**src/rtl/dual_input_debouncer.sv**
```systemverilog
// dual_input_debouncer
// Two independent channels. Each one runs a raw pin through a two-flop
// synchronizer and then a four-state debounce FSM. The FSM produces a
// registered clean level plus one-cycle rise/fall strobes.
// Both channels come from one generate body, so A and B use the same FSM logic.

module dual_input_debouncer #(
  parameter int DEBOUNCE_CYCLES = 16,
  parameter int CNT_W           = 4
) (
  input  logic clk,
  input  logic rst_n,
  input  logic a_raw,
  input  logic b_raw,
  output logic a_db,
  output logic b_db,
  output logic a_rise,
  output logic a_fall,
  output logic b_rise,
  output logic b_fall
);

  // Sparse encoding: any encoding not listed here falls into the default
  // branch and recovers to STABLE_LO.
  typedef enum logic [2:0] {
    ST_STABLE_LO = 3'b000,
    ST_WAIT_HI   = 3'b001,
    ST_STABLE_HI = 3'b010,
    ST_WAIT_LO   = 3'b011
  } state_e;

  localparam logic [CNT_W-1:0] CNT_LAST = CNT_W'(DEBOUNCE_CYCLES - 1);
  localparam logic [CNT_W-1:0] CNT_ZERO = '0;
  localparam logic [CNT_W-1:0] CNT_ONE  = CNT_W'(1);

  logic [1:0] raw_s;
  logic [1:0] db_s;
  logic [1:0] rise_s;
  logic [1:0] fall_s;

  assign raw_s = {b_raw, a_raw};

  for (genvar ch = 0; ch < 2; ch++) begin : g_ch
    logic           s1_q;
    logic           s2_q;
    state_e         state_q;
    state_e         state_d;
    logic [CNT_W-1:0] cnt_q;
    logic [CNT_W-1:0] cnt_d;
    logic           db_q;
    logic           db_d;
    logic           rise_q;
    logic           rise_d;
    logic           fall_q;
    logic           fall_d;

    // Two-flop synchronizer for the asynchronous raw pin.
    always_ff @(posedge clk or negedge rst_n) begin
      if (!rst_n) begin
        s1_q <= 1'b0;
        s2_q <= 1'b0;
      end else begin
        s1_q <= raw_s[ch];
        s2_q <= s1_q;
      end
    end

    // Debounce FSM state, stability counter and registered outputs.
    always_ff @(posedge clk or negedge rst_n) begin
      if (!rst_n) begin
        state_q <= ST_STABLE_LO;
        cnt_q   <= CNT_ZERO;
        db_q    <= 1'b0;
        rise_q  <= 1'b0;
        fall_q  <= 1'b0;
      end else begin
        state_q <= state_d;
        cnt_q   <= cnt_d;
        db_q    <= db_d;
        rise_q  <= rise_d;
        fall_q  <= fall_d;
      end
    end

    // Next-state logic. The counter stops at CNT_LAST and never wraps.
    always_comb begin
      state_d = state_q;
      cnt_d   = cnt_q;
      db_d    = db_q;
      rise_d  = 1'b0;
      fall_d  = 1'b0;
      case (state_q)
        ST_STABLE_LO: begin
          db_d  = 1'b0;
          cnt_d = CNT_ZERO;
          if (s2_q) begin
            state_d = ST_WAIT_HI;
          end else begin
            state_d = ST_STABLE_LO;
          end
        end
        ST_WAIT_HI: begin
          db_d = 1'b0;
          if (!s2_q) begin
            state_d = ST_STABLE_LO;
            cnt_d   = CNT_ZERO;
          end else if (cnt_q == CNT_LAST) begin
            state_d = ST_STABLE_HI;
            cnt_d   = CNT_ZERO;
            db_d    = 1'b1;
            rise_d  = 1'b1;
          end else begin
            cnt_d = cnt_q + CNT_ONE;
          end
        end
        ST_STABLE_HI: begin
          db_d  = 1'b1;
          cnt_d = CNT_ZERO;
          if (!s2_q) begin
            state_d = ST_WAIT_LO;
          end else begin
            state_d = ST_STABLE_HI;
          end
        end
        ST_WAIT_LO: begin
          db_d = 1'b1;
          if (s2_q) begin
            state_d = ST_STABLE_HI;
            cnt_d   = CNT_ZERO;
          end else if (cnt_q == CNT_LAST) begin
            state_d = ST_STABLE_LO;
            cnt_d   = CNT_ZERO;
            db_d    = 1'b0;
            fall_d  = 1'b1;
          end else begin
            cnt_d = cnt_q + CNT_ONE;
          end
        end
        default: begin
          state_d = ST_STABLE_LO;
          cnt_d   = CNT_ZERO;
          db_d    = 1'b0;
        end
      endcase
    end

    assign db_s[ch]   = db_q;
    assign rise_s[ch] = rise_q;
    assign fall_s[ch] = fall_q;
  end

  assign a_db   = db_s[0];
  assign b_db   = db_s[1];
  assign a_rise = rise_s[0];
  assign b_rise = rise_s[1];
  assign a_fall = fall_s[0];
  assign b_fall = fall_s[1];

endmodule

```
**config.mk**
```make
export PLATFORM = sky130hd
export DESIGN_NAME = dual_input_debouncer
export DESIGN_NICKNAME = d
export VERILOG_FILES = /design/src/rtl/dual_input_debouncer.sv
export SDC_FILE = /design/constraint.sdc
export NUM_CORES = 1
export LEC_CHECK = 0
export ABC_AREA = 1
export BUFFER_PORTS_ARGS = -buffer_cell sky130_fd_sc_hd__buf_4
export CORE_UTILIZATION = 54
export CTS_CLUSTER_SIZE = 12
export DETAILED_ROUTE_END_ITERATION = 7
export GPL_TIMING_DRIVEN = 0
export HOLD_SLACK_MARGIN = 0.03
export PLACE_DENSITY_LB_ADDON = 0.05
export SLEW_MARGIN = 20
export SYNTH_ARGS = -nofsm -noshare
export SYNTH_HDL_FRONTEND = slang
export SYNTH_SLANG_ARGS = --single-unit
```
**constraint.sdc**
```tcl
create_clock -name clk -period 1.2 [get_ports clk]
set_input_delay 0.24 -clock clk [delete_from_list [all_inputs] [get_ports clk]]
set_output_delay 0.24 -clock clk [all_outputs]
set_load 0.03 [all_outputs]
```
==> flow_summary_export.csv <==
group,metric,value,unit
status,status,"completed",
sta,final_hold_viol_count,0,
critical_path,cp-startpoint,"g_ch[1].cnt_q[0]",
sta,drv_slew,0,
final_layout,diodes,0,
global_routing,grt_usage,15.9,%
route,drt_first_pass_iters,4,
critical_path,timing.rr.start,"g_ch[1].cnt_q[0]",
pwr,power_density,1350,mW/mm^2
clock_tree,clock_latency,0.30,ns
placement,dp_slack,0.120,ns
clock_tree,cts_tree,"built",
global_routing,grt-ovfl-total,0,
route,wirelength,1270,um
sta,layout_setup_ws,0.105,ns
die,die_h,41.6,um
critical_path,path_class,"flop to flop",
sta,finalSetupViolCount,0,
die,io_pins,10,
die,core,0.00138,mm^2
sta,skew,0.00478,ns
global_routing,grt_start_max_net_pins,23,
sta,fmax,0.913,GHz
pwr,leakage,0.517,nW
critical_path,worst-path-buf-inv,0,
synth,synthDominantCellAreaShare,64.9,%
synth,syn_inst,81,
global_routing,grt_pass1_wl,2060,um
route,wl_per_cell,11.2,um
sta,tightest_slew,0.264,ns
final_layout,area_growth_syn_to_layout,21.4,%
die,fp.dieArea,0.00173,mm^2
final_layout,final_nets,105,
placement,dp_hpwl,832,um
critical_path,worst_ep_arrival_time,1.33,ns
placement,place_congestion,0.750,
critical_path,max_stage_delay,0.41,ns
sta,fin_crit_sh,91.3,%
route,final_antenna_net_count,0,
sta,period_needed,1.10,ns
synth,synth.area.top_cells,"dfrtp_1 65%, nand2_1 8.0%, nor2_1 5.3%",
global_routing,antenna_found_initial,0,
route,num_vias,563,
sta,worst_hold_slack,0.337,ns
final_layout,utilization,74.5,%
clock_tree,clock_path_buffers,2,
critical_path,ff2ff_path_depth,5,
synth,synth_nets,87,
critical_path,cp.required,1.43,ns
clock_tree,clk_pin_slew,0.12,ns
critical_path,start_kind,"flop",
route,drt_iter0_drc,8,
clock_tree,h-tree-depth,1,
sta,slew_headroom,82.4,%
final_layout,final_layout_size_suffix_gt1_share,21.4,%
synth,yosysUniqueCellTypes,16,
die,die_w,41.6,um
hold_path,hp-class,"input port to asynchronous set/reset pin",
synth,postSynthAreaPerCell,10.5,um^2
route,via_per_inst,4.98,
global_routing,first_global_vias,510,
pwr,peakVddDrop,1.14,mV
run,max_cap_viol_count,0,
clock_tree,clock_sinks,22,
critical_path,timing.critical_path.to_type,"flop",
die,start_util,61.4,%
critical_path,critical_path_depth,5,
critical_path,cp_max_fo,6,
clock_tree,clockRootBuffer,"clkbuf_4",
placement,numPortBuffers,9,
critical_path,crit_chain,"ha_2 -> nand2_2 -> nor2_4 -> nand2_1 -> o21ai_0",
synth,seq_area_frac_synth,64.9,%
sta,tns,0,ns
synth,synth_top_area_cell,"dfrtp_1",
die,num_rows,13,
synth,ys_warn_count,0,
route,post-route-drc-count,0,
synth,netlist_area,848,um^2
clock_tree,numCtsBuffers,3,
critical_path,cp_slowest_cell,"dfrtp_1",
synth,synth-seq-cells,22,
critical_path,critical_path.top_delay_family,"flip-flops",
sta,rsz0062_at_grt,"false",
[stage by stage]
stage                     cell area (um^2)  std cells  power [mW]
after floorplan                        848         81       0.803
after global placement                 935        105       0.830
after detailed placement               935        105       0.832
after CTS                              997        110        1.38
after global routing                  1030        113        1.43
final                                 1030        113        1.39
[synth_stat cells, drive strengths merged]
cell type / instances
xnor2: 2
nand3: 6
and3: 1
ha: 2
o21ai: 3
dfrtp: 22
nand2: 19
inv: 9
nand4: 2
nor2: 14
a21oi: 1
[final timing paths]
| path | end | slack, ns |
|---|---|---|
| worst min-delay path | g_ch[0].cnt_q[3] | 0.34 |
| max in group asynchronous | g_ch[0].s2_q | 0.65 |
| worst min register to register | g_ch[1].s2_q | 0.36 |
| min in group clk | g_ch[1].s2_q | 0.36 |
| worst max register to register | b_db | 0.10 |
| worst max-delay path | b_db | 0.10 |
[sequential cells by signal, summed over array words and instances, names as in the netlist, named ones only]
register,cells
b_db,1
g_ch.cnt_q,8
a_rise,1
b_rise,1
g_ch.state_q,2
a_db,1
g_ch.s1_q,2
g_ch.s2_q,2
a_fall,1
b_fall,1
[power breakdown]
group / internal, mW / switching [mW]
clock network: 0.337 / 0.222
logic: 0.0247 / 0.0322
registers: 0.758 / 0.0123
total: 1.12 / 0.267
[worst register-to-register path: cells and delay by family, from the launching register on]
kind,cells,cell delay (ns)
AO/OA/AOI/OAI,1,0.08
adder cells (fa/ha/maj),1,0.21
flip-flops,1,0.41
AND/OR/NAND/NOR,3,0.32
[repair_timing]
action | CTS | global route
endpoints found under the setup margin | 0 | 4
resized for setup | 0 | 2
buffers inserted | 0 | 1
endpoints found under the hold margin | 22 | 2
hold buffers | 1 | 2
[area by class of cell]
| class | instances | area (um^2) |
|---|---|---|
| tap | 15 | 18.8 |
| fill | 106 | 353 |
| clock buffer | 3 | 22.5 |
| timing repair buffer | 13 | 105 |
| clock inverter | 1 | 30.0 |
| inverter | 9 | 33.8 |
| multi-input combinational | 50 | 269 |
| sequential | 22 | 551 |
[cells in the final DEF, fill, tap and decap left out, drive strengths merged]
| master | instances |
|---|---|
| a21oi | 1 |
| nand4 | 2 |
| dlygate4sd3 | 3 |
| bufinv | 1 |
| nand3 | 6 |
| nand2 | 19 |
| xnor2 | 2 |
| ha | 2 |
| inv | 9 |
| nor2 | 14 |
| buf | 10 |
| and3 | 1 |
| o21ai | 3 |
| dfrtp | 22 |
| clkbuf | 3 |
[cells by family (layout without fill, tap and decap cells)]
family	Yosys count	count (layout)	share of synthesized area (%)
AND/OR/NAND/NOR	42	42	23.3
XOR/XNOR	2	2	2.07
buffers and inverters	9	26	3.98
AO/OA/AOI/OAI	4	4	2.80
flip-flops	22	22	64.9
adder cells (fa/ha/maj)	2	2	2.95
[routing by layer]
| layer | share of wire [%] | GRT usage [%] |
|---|---|---|
| met5 | 0 | 0 |
| met4 | 0.95 | 5.81 |
| met3 | 4.0 | 5.65 |
| met2 | 50 | 26.3 |
| met1 | 45 | 19.2 |
Note: power is estimated with default switching activity, not from simulation.
